--- src/rtl/pulse_pkg.sv ---
// Shared types and constants for the pulse shaper.
package pulse_pkg;

    localparam int unsigned PS_ONESHOT = 0;
    localparam int unsigned PS_RETRIG  = 1;
    localparam int unsigned HOLDOFF_W  = 4;

    typedef enum logic [1:0] {
        PS_IDLE    = 2'd0,
        PS_ACTIVE  = 2'd1,
        PS_HOLDOFF = 2'd2
    } ps_state_t;

endpackage

--- src/rtl/load_counter.sv ---
// Down-counter with synchronous load, decrement enable and a count==1 flag.
module load_counter #(
    parameter int unsigned W = 8
) (
    input  logic         clk,
    input  logic         rst,
    input  logic         load,
    input  logic [W-1:0] load_val,
    input  logic         dec,
    output logic         last
);

    logic [W-1:0] count;

    // Load has priority; decrement saturates at zero so the count never wraps.
    always_ff @(posedge clk or posedge rst) begin
        if (rst) begin
            count <= '0;
        end else if (load) begin
            count <= load_val;
        end else if (dec && (count != '0)) begin
            count <= count - W'(1);
        end
    end

    assign last = (count == W'(1));

endmodule

--- src/rtl/pulse_shaper.sv ---
// Turns single-cycle strobes into level pulses of programmable width,
// with optional retrigger and a dead window after each pulse.
module pulse_shaper
    import pulse_pkg::*;
#(
    parameter int unsigned CNT_W   = 8,
    parameter int unsigned RETRIG  = 0,
    parameter int unsigned HOLDOFF = 2
) (
    input  logic             clk,
    input  logic             rst,
    input  logic             trig,
    input  logic [CNT_W-1:0] width,
    output logic             out,
    output logic             busy,
    output logic             missed
);

    ps_state_t state;
    ps_state_t state_next;
    logic      missed_next;
    logic      pc_load;
    logic      pc_dec;
    logic      pc_last;
    logic      hc_dec;
    logic      hc_load;
    logic      hc_last;
    logic      width_ok;

    assign width_ok = (width != '0);

    // Pulse-width counter: reloaded on every accepted trigger.
    load_counter #(.W(CNT_W)) u_pulse_cnt (
        .clk      (clk),
        .rst      (rst),
        .load     (pc_load),
        .load_val (width),
        .dec      (pc_dec),
        .last     (pc_last)
    );

    // Hold-off counter: loaded as the pulse ends.
    load_counter #(.W(HOLDOFF_W)) u_hold_cnt (
        .clk      (clk),
        .rst      (rst),
        .load     (hc_load),
        .load_val (HOLDOFF_W'(HOLDOFF)),
        .dec      (hc_dec),
        .last     (hc_last)
    );

    // State register.
    always_ff @(posedge clk or posedge rst) begin
        if (rst) begin
            state <= PS_IDLE;
        end else begin
            state <= state_next;
        end
    end

    // Next-state, counter controls and drop detection.
    always_comb begin
        state_next  = state;
        missed_next = 1'b0;
        pc_load     = 1'b0;
        hc_load     = 1'b0;
        case (state)
            PS_IDLE: begin
                if (trig) begin
                    if (width_ok) begin
                        pc_load    = 1'b1;
                        state_next = PS_ACTIVE;
                    end else begin
                        missed_next = 1'b1;
                    end
                end
            end
            PS_ACTIVE: begin
                if (trig && (RETRIG == PS_RETRIG) && width_ok) begin
                    pc_load = 1'b1;
                end else begin
                    missed_next = trig;
                    if (pc_last) begin
                        if (HOLDOFF > 0) begin
                            hc_load    = 1'b1;
                            state_next = PS_HOLDOFF;
                        end else begin
                            state_next = PS_IDLE;
                        end
                    end
                end
            end
            PS_HOLDOFF: begin
                // The final hold-off cycle may accept a new trigger directly.
                if (hc_last) begin
                    if (trig && width_ok) begin
                        pc_load    = 1'b1;
                        state_next = PS_ACTIVE;
                    end else begin
                        missed_next = trig;
                        state_next  = PS_IDLE;
                    end
                end else begin
                    missed_next = trig;
                end
            end
            default: begin
                state_next = PS_IDLE;
            end
        endcase
    end

    assign pc_dec = (state == PS_ACTIVE) && !pc_load;
    assign hc_dec = (state == PS_HOLDOFF);

    // Registered outputs derived from the upcoming state.
    always_ff @(posedge clk or posedge rst) begin
        if (rst) begin
            out    <= 1'b0;
            busy   <= 1'b0;
            missed <= 1'b0;
        end else begin
            out    <= (state_next == PS_ACTIVE);
            busy   <= (state_next != PS_IDLE);
            missed <= missed_next;
        end
    end

endmodule

--- config.mk ---
export PLATFORM = sky130hd
export DESIGN_NAME = pulse_shaper
export DESIGN_NICKNAME = d
export VERILOG_FILES = /design/src/rtl/pulse_pkg.sv /design/src/rtl/load_counter.sv /design/src/rtl/pulse_shaper.sv
export SDC_FILE = /design/constraint.sdc
export NUM_CORES = 1
export LEC_CHECK = 0
export CAP_MARGIN = 20
export CELL_PAD_IN_SITES_DETAIL_PLACEMENT = 1
export CELL_PAD_IN_SITES_GLOBAL_PLACEMENT = 1
export CORE_UTILIZATION = 28
export DETAILED_ROUTE_END_ITERATION = 7
export GPL_TIMING_DRIVEN = 0
export PLACE_DENSITY = 0.58
export SLEW_MARGIN = 30
export SYNTH_ARGS = -nofsm -noshare
export SYNTH_HDL_FRONTEND = slang
export SYNTH_SLANG_ARGS = --single-unit
--- constraint.sdc ---
create_clock -name clk -period 2.2 [get_ports clk]
set_input_delay 0.55 -clock clk [delete_from_list [all_inputs] [get_ports clk]]
set_output_delay 0.55 -clock clk [all_outputs]
set_load 0.01 [all_outputs]
==> flow_summary.json, run 1 <==
{
  "ios": 14,
  "swShare": 0.3817,
  "synth_seq_cells": 17,
  "internal-power_w": 0.0008733,
  "grt_pass1_wl_um": 4326,
  "cts_tree": "built",
  "cts_root_buf": "clkbuf_8",
  "cts_resized": 0,
  "clockPowerShare": 0.168,
  "finish.utilization": 0.3668,
  "fin_crit_sh": 0.9593,
  "core_sq_um": 3442,
  "arrival_ns": 2.25,
  "postLayoutCellArea_sq_um": 1262,
  "synth_area_sq_um": 1030,
  "setup_viol": 0,
  "synthXorXnorAreaFrac": 0.02552,
  "synth_adder_area_share": 0.04860,
  "hold_viol": 0,
  "yosysSeqAreaShare": 0.4131,
  "vdd_drop_max_mv": 0.4380,
  "htreeDepth": 1,
  "crit_path_end_kind": "register",
  "overflow": 0,
  "combPwrFrac": 0.439,
  "synth.top_cell.area_share": 0.4131,
  "area_growth_syn_to_layout_pct": 22.60,
  "outcome": "completed",
  "setup_ws_ns": 0.08957,
  "portBuffers": 13,
  "synth-edff-count": 0,
  "min_period_ns": 2.110,
  "mostFrequentLayoutCells": "dfrtp_1 (17), clkdlybuf4s50_1 (13), nor2_1 (10), nand2_1 (6)",
  "grt_max_degree": 18,
  "worst_slew_pin_slew_ns": 0.6855,
  "nets": 135,
  "grt_pass1_vias": 921,
  "drive_gt1_frac": 0.1429,
  "rsz0062_at_grt": "no",
  "syn-instance-count": 102,
  "fin_skew_ns": 0.005559,
  "vias": 822,
  "die_area_sq_um": 3924,
  "cts_buffers": 3,
  "drt_pass1_iterations": 4,
  "avgSynthCellArea_sq_um": 10.10,
  "gp_congestion": 0.7777,
  "routed_wirelength_um": 2427,
  "wl_per_cell_um": 14.71,
  "crit_path_start_kind": "register",
  "antenna_found_initial": 0,
  "drt-vias-per-instance": 4.982,
  "cap_violations": 0,
  "synth_flop_cell": "dfrtp_1",
  "yosysTopAreaCell": "dfrtp_1",
  "cp_max_fo": 7,
  "min_path_type": "reg2reg",
  "leakagePower_nw": 0.5098,
  "synth-simple-area-share": 0.2224,
  "die-width_um": 62.65,
  "cts_hold_buf": 0,
  "clk_latency_ns": 0.25,
  "track_usage": 0.1404,
  "relSlewSlack": 0.5425,
  "slew_violations": 0,
  "clockBufferDepth": 2,
  "clock.fmax_mhz": 473.8,
  "diodes": 0,
  "drtIter0Drc": 48,
  "synth_top_family_by_area": "simple AND/OR/NAND/NOR gates",
  "worst-setup-path-type": "reg2reg",
  "p_total_w": 0.001412,
  "powerDensity_nw_per_um2": 1119,
  "synth_nets": 117,
  "fin_setup_tns_ns": 0,
  "pre_cts_ws_ns": -0.009323,
  "cts.sinks": 17,
  "layout_commonest_cell": "dfrtp_1",
  "required_ns": 2.34,
  "yosysWarnings": 0,
  "synth_area_leaders": "dfrtp_1 (41%), ha_1 (4.9%), nor2_1 (3.6%)",
  "synth-compound-area-share": 0.2211,
  "initial_core_util": 0.2992,
  "power_switching_w": 0.0005391,
  "synthDistinctLibCells": 43,
  "cts_setup_buffers": 0,
  "final_antenna_net_count": 0,
  "synth_mux_area_frac": 0.02552,
  "dpl_cell_area_sq_um": 1217,
  "drc": 0,
  "pwr-share-seq": 0.393,
  "async_flop_share": 1.000,
  "cts.reportedPaths.clkPinSlew_ns": 0.07,
  "num_rows": 21,
  "place_hpwl_um": 1864,
  "die_h_um": 62.65
}
[flip-flops by register name (all words and copies together) (netlist names)]
register	cells
u_pulse_cnt.count	8
busy	1
missed	1
out	1
state	2
u_hold_cnt.count	4
[Yosys cell counts (2+ instances only)]
| library cell | instances |
|---|---|
| xnor2_1 | 3 |
| nor3b_1 | 2 |
| buf_4 | 2 |
| a22oi_1 | 3 |
| inv_1 | 5 |
| nand2_1 | 6 |
| o41ai_1 | 2 |
| o21ai_0 | 5 |
| a2bb2oi_1 | 2 |
| a21oi_1 | 4 |
| ha_1 | 4 |
| nor2_1 | 10 |
| nand2b_1 | 4 |
| nor4_1 | 4 |
| a221o_1 | 2 |
| dfrtp_1 | 17 |
[through the flow]
stage,hold WS (ns),cells
floorplan,0.4761,102
global placement,0.5498,161
detailed placement,0.5842,161
CTS,0.6006,165
global route,0.6245,165
finish,0.5918,165
[logic make-up after synthesis]
family,count (synthesis)
AND/OR/NAND/NOR,39
AO/OA/AOI/OAI,29
flip-flops,17
buffers and inverters,8
adder cells (fa/ha/maj),4
XOR/XNOR,3
multiplexers,2
[area by class of cell]
class	count	area, sq um
timing repair buffer	13	130.1
fill	394	2180
clock buffer	4	45.04
inverter	5	18.77
sequential	17	425.4
multi-input combinational	77	559.3
tap	46	57.56
buffer	3	26.28
[critical path: stages (launching register included)]
cell     delay (ns)
dfrtp_1        0.45
inv_1          0.08
ha_1           0.18
or3b_1         0.35
buf_4          0.17
nor4_2         0.15
mux2_2         0.36
mux2_4         0.26
[power groups by stage]
stage                     Sequential (W)  Combinational (W)  Clock (W)
final                           0.000555           0.000620   0.000237
after global routing            0.000575           0.000702   0.000258
after CTS                       0.000553           0.000628   0.000248
after detailed placement        0.000557           0.000623          0
after global placement          0.000546           0.000609          0
after floorplan                 0.000534           0.000449          0
[routing by layer]
metal  global-route usage  up-vias  wire length, um
li1                     -      405                -
met2               0.2405       15             1185
met5                    0        -                0
met1               0.1754      398             1157
met3              0.02372        4               65
met4              0.05233        0               18
[worst paths after layout]
check / from / endpoint / slack [ns] / depth (start not counted)
worst max register to register: u_pulse_cnt.count[0]$_DFFE_PP0P_ / u_pulse_cnt.count[6]$_DFFE_PP0P_ / 0.09 / 7
worst max-delay path: u_pulse_cnt.count[0]$_DFFE_PP0P_ / u_pulse_cnt.count[6]$_DFFE_PP0P_ / 0.09 / 7
worst min register to register: u_hold_cnt.count[1]$_DFFE_PP0P_ / u_hold_cnt.count[1]$_DFFE_PP0P_ / 0.59 / 2
min in group asynchronous: rst / u_hold_cnt.count[3]$_DFFE_PP0P_ / 0.71 / 2
max in group asynchronous: rst / u_pulse_cnt.count[0]$_DFFE_PP0P_ / 1.05 / 2
worst min-delay path: u_hold_cnt.count[1]$_DFFE_PP0P_ / u_hold_cnt.count[1]$_DFFE_PP0P_ / 0.59 / 2
Power figures use the tool's default switching activity.
==> run 2: changes to the inputs <==
--- a/config.mk
+++ b/config.mk
@@ -9,6 +9,7 @@
 export CELL_PAD_IN_SITES_DETAIL_PLACEMENT = 1
 export CELL_PAD_IN_SITES_GLOBAL_PLACEMENT = 1
 export CORE_UTILIZATION = 28
+export CTS_CLUSTER_SIZE = 28
 export DETAILED_ROUTE_END_ITERATION = 7
 export GPL_TIMING_DRIVEN = 0
 export PLACE_DENSITY = 0.58
==> results of run 2 <==
Final layout, timing and power as in run 1 (identical DEF).
==> run 3: changes to the inputs <==
--- a/config.mk
+++ b/config.mk
@@ -8,10 +8,11 @@
 export CAP_MARGIN = 20
 export CELL_PAD_IN_SITES_DETAIL_PLACEMENT = 1
 export CELL_PAD_IN_SITES_GLOBAL_PLACEMENT = 1
+export CORE_ASPECT_RATIO = 1.2
 export CORE_UTILIZATION = 28
 export CTS_CLUSTER_SIZE = 28
 export DETAILED_ROUTE_END_ITERATION = 7
-export GPL_TIMING_DRIVEN = 0
+export GPL_TIMING_DRIVEN = 1
 export PLACE_DENSITY = 0.58
 export SLEW_MARGIN = 30
 export SYNTH_ARGS = -nofsm -noshare
==> run 3 against run 2 <==
- the flow now finishes with violations (design-rule violations)
- global-route usage is 0.12 points higher
- worst setup slack improved by 0.098 ns
- wire length grew 2.2%
- cell count is 4.2% lower
- die area barely moved
- clock skew down 0.0027 ns
- first-iteration DRC count shrank 10%
- largest cell class unchanged
==> flow_summary.json, run 3 (same netlist as run 1, synthesis figures left out) <==
{
  "outcome": "finished with violations",
  "violations": "design-rule violations",
  "clk_latency_ns": 0.25,
  "path_cells": "inv_1 -> ha_1 -> or3b_1 -> nor4_2 -> mux2_2 -> mux2_4",
  "worst-path-buf-inv": 1,
  "timing.hold.ws_ns": 0.5852,
  "ff2ff_setup_slack_ns": 0.19,
  "fill_cells": 403,
  "arrival_ns": 2.15,
  "cts.sinks": 17,
  "crit_path_start_kind": "register",
  "largest_reg_flops": 8,
  "cts.reportedPaths.clkPinSlew_ns": 0.07,
  "max_stage_delay_ns": 0.42,
  "reg.largest.list": "u_pulse_cnt.count: 8 flops, u_hold_cnt.count: 4 flops, state: 2 flops",
  "clockBufferDepth": 2,
  "grt_pass1_wl_um": 4181,
  "pre_cts_ws_ns": 0.07460,
  "grt_max_degree": 18,
  "seqCellArea_sq_um": 425.4,
  "clock.fmax_mhz": 497.0,
  "vdd_drop_max_mv": 0.2553,
  "wl_per_cell_um": 15.70,
  "cts_tree": "built",
  "fin_crit_sh": 0.9146,
  "cts_setup_buffers": 0,
  "drt_pass1_iterations": 5,
  "worst-setup-path-type": "reg2reg",
  "pwr-share-seq": 0.387,
  "cts_resized": 0,
  "gp_congestion": 0.8260,
  "ff2ff_path_depth": 6,
  "htreeDepth": 1,
  "crit_end": "u_pulse_cnt.count[6]$_DFFE_PP0P_",
  "portBuffers": 13,
  "cpLargestDelayFamily": "multiplexers",
  "regToRegStartpoint": "u_pulse_cnt.count[1]$_DFFE_PP0P_",
  "drt-vias-per-instance": 5.380,
  "ios": 14,
  "cts_buffers": 3,
  "cp_max_fo": 4,
  "fin_skew_ns": 0.002859,
  "cts_root_buf": "clkbuf_8",
  "cap_violations": 0,
  "final_antenna_net_count": 0,
  "hold_viol": 0,
  "regMostFlops": "u_pulse_cnt.count",
  "r2r-end": "u_pulse_cnt.count[6]$_DFFE_PP0P_",
  "mostFrequentLayoutCells": "dfrtp_1 (17), clkdlybuf4s50_1 (13), nor2_1 (10), nand2_1 (6)",
  "required_ns": 2.34,
  "track_usage": 0.1416,
  "min_path_type": "reg2reg",
  "worst_slew_pin_slew_ns": 0.4865,
  "combPwrFrac": 0.445,
  "clockPowerShare": 0.168,
  "diodes": 0,
  "place_hpwl_um": 1954,
  "power_switching_w": 0.0005487,
  "die_h_um": 68.43,
  "drive_gt1_frac": 0.1653,
  "drtIter0Drc": 43,
  "internal-power_w": 0.0008851,
  "slowest_stage": "dfrtp_1",
  "area_growth_syn_to_layout_pct": 22.72,
  "grt_pass1_vias": 894,
  "die_area_sq_um": 3925,
  "min_period_ns": 2.012,
  "core_sq_um": 3425,
  "die-width_um": 57.36,
  "p_total_w": 0.001434,
  "finish.utilization": 0.3690,
  "initial_core_util": 0.3007,
  "slew_violations": 0,
  "rsz0062_at_grt": "no",
  "relSlewSlack": 0.6727,
  "multi_input_comb_area_sq_um": 559.3,
  "setup_viol": 0,
  "fin_setup_tns_ns": 0,
  "num_rows": 23,
  "vias": 850,
  "setup_ws_ns": 0.1879,
  "routed_wirelength_um": 2480,
  "crit_path_end_kind": "register",
  "layout_commonest_cell": "dfrtp_1",
  "powerDensity_nw_per_um2": 1135,
  "cts_hold_buf": 0,
  "overflow": 0,
  "leakagePower_nw": 0.5222,
  "path_depth": 6,
  "nets": 137,
  "drc": 1,
  "antenna_found_initial": 0,
  "crit_path_start": "u_pulse_cnt.count[1]$_DFFE_PP0P_",
  "swShare": 0.3827
}
## run 3: worst min-delay path by stage
stage,depth (start not counted),startpoint,end,slack [ns]
6_report,2,u_pulse_cnt.count[7]$_DFFE_PP0P_,u_pulse_cnt.count[7]$_DFFE_PP0P_,0.59
3_3_place_gp,2,u_hold_cnt.count[3]$_DFFE_PP0P_,u_hold_cnt.count[3]$_DFFE_PP0P_,0.56
3_5_place_dp,2,u_pulse_cnt.count[7]$_DFFE_PP0P_,u_pulse_cnt.count[7]$_DFFE_PP0P_,0.58
4_1_cts,2,u_pulse_cnt.count[7]$_DFFE_PP0P_,u_pulse_cnt.count[7]$_DFFE_PP0P_,0.59
5_1_grt,2,u_hold_cnt.count[0]$_DFFE_PP0P_,u_hold_cnt.count[0]$_DFFE_PP0P_,0.62
2_1_floorplan,1,rst,busy$_DFF_PP0_,0.48
## run 3: layer usage
metal	track usage	vias up	part of all wire
met5	0	-	0
li1	-	408	-
met4	0.04573	0	0.0048
met2	0.2587	9	0.51
met1	0.1688	431	0.47
met3	0.02268	2	0.018
## run 3: worst reg2reg max path, delay by kind of cell (launching register included)
kind	cells	cell delay (ns)
fa+ha+maj	1	0.20
buf+inv	1	0.10
flops	1	0.42
mux	2	0.62
simple gates	2	0.56
## run 3: cell type report
class	instances	share of cell area
Timing Repair Buffer	18	0.1327
Sequential cell	17	0.3366
Multi-Input combinational cell	77	0.4426
Clock inverter	1	0.003960
Inverter	5	0.01485
Clock buffer	3	0.03267
Tap cell	37	0.03663
## run 3: power groups by stage
stage / combinational [W] / clock [W] / sequential, W
2_1_floorplan: 0.000449 / 0 / 0.000534
6_report: 0.000639 / 0.000241 / 0.000554
5_1_grt: 0.000709 / 0.000262 / 0.000576
3_5_place_dp: 0.000648 / 0 / 0.000560
3_3_place_gp: 0.000639 / 0 / 0.000557
4_1_cts: 0.000651 / 0.000249 / 0.000554
## run 3: per-stage QoR
stage	cell area, sq um	cells
3_3_place_gp	1217	154
5_1_grt	1264	158
6_report	1264	158
3_5_place_dp	1217	154
2_1_floorplan	1030	102
4_1_cts	1264	158
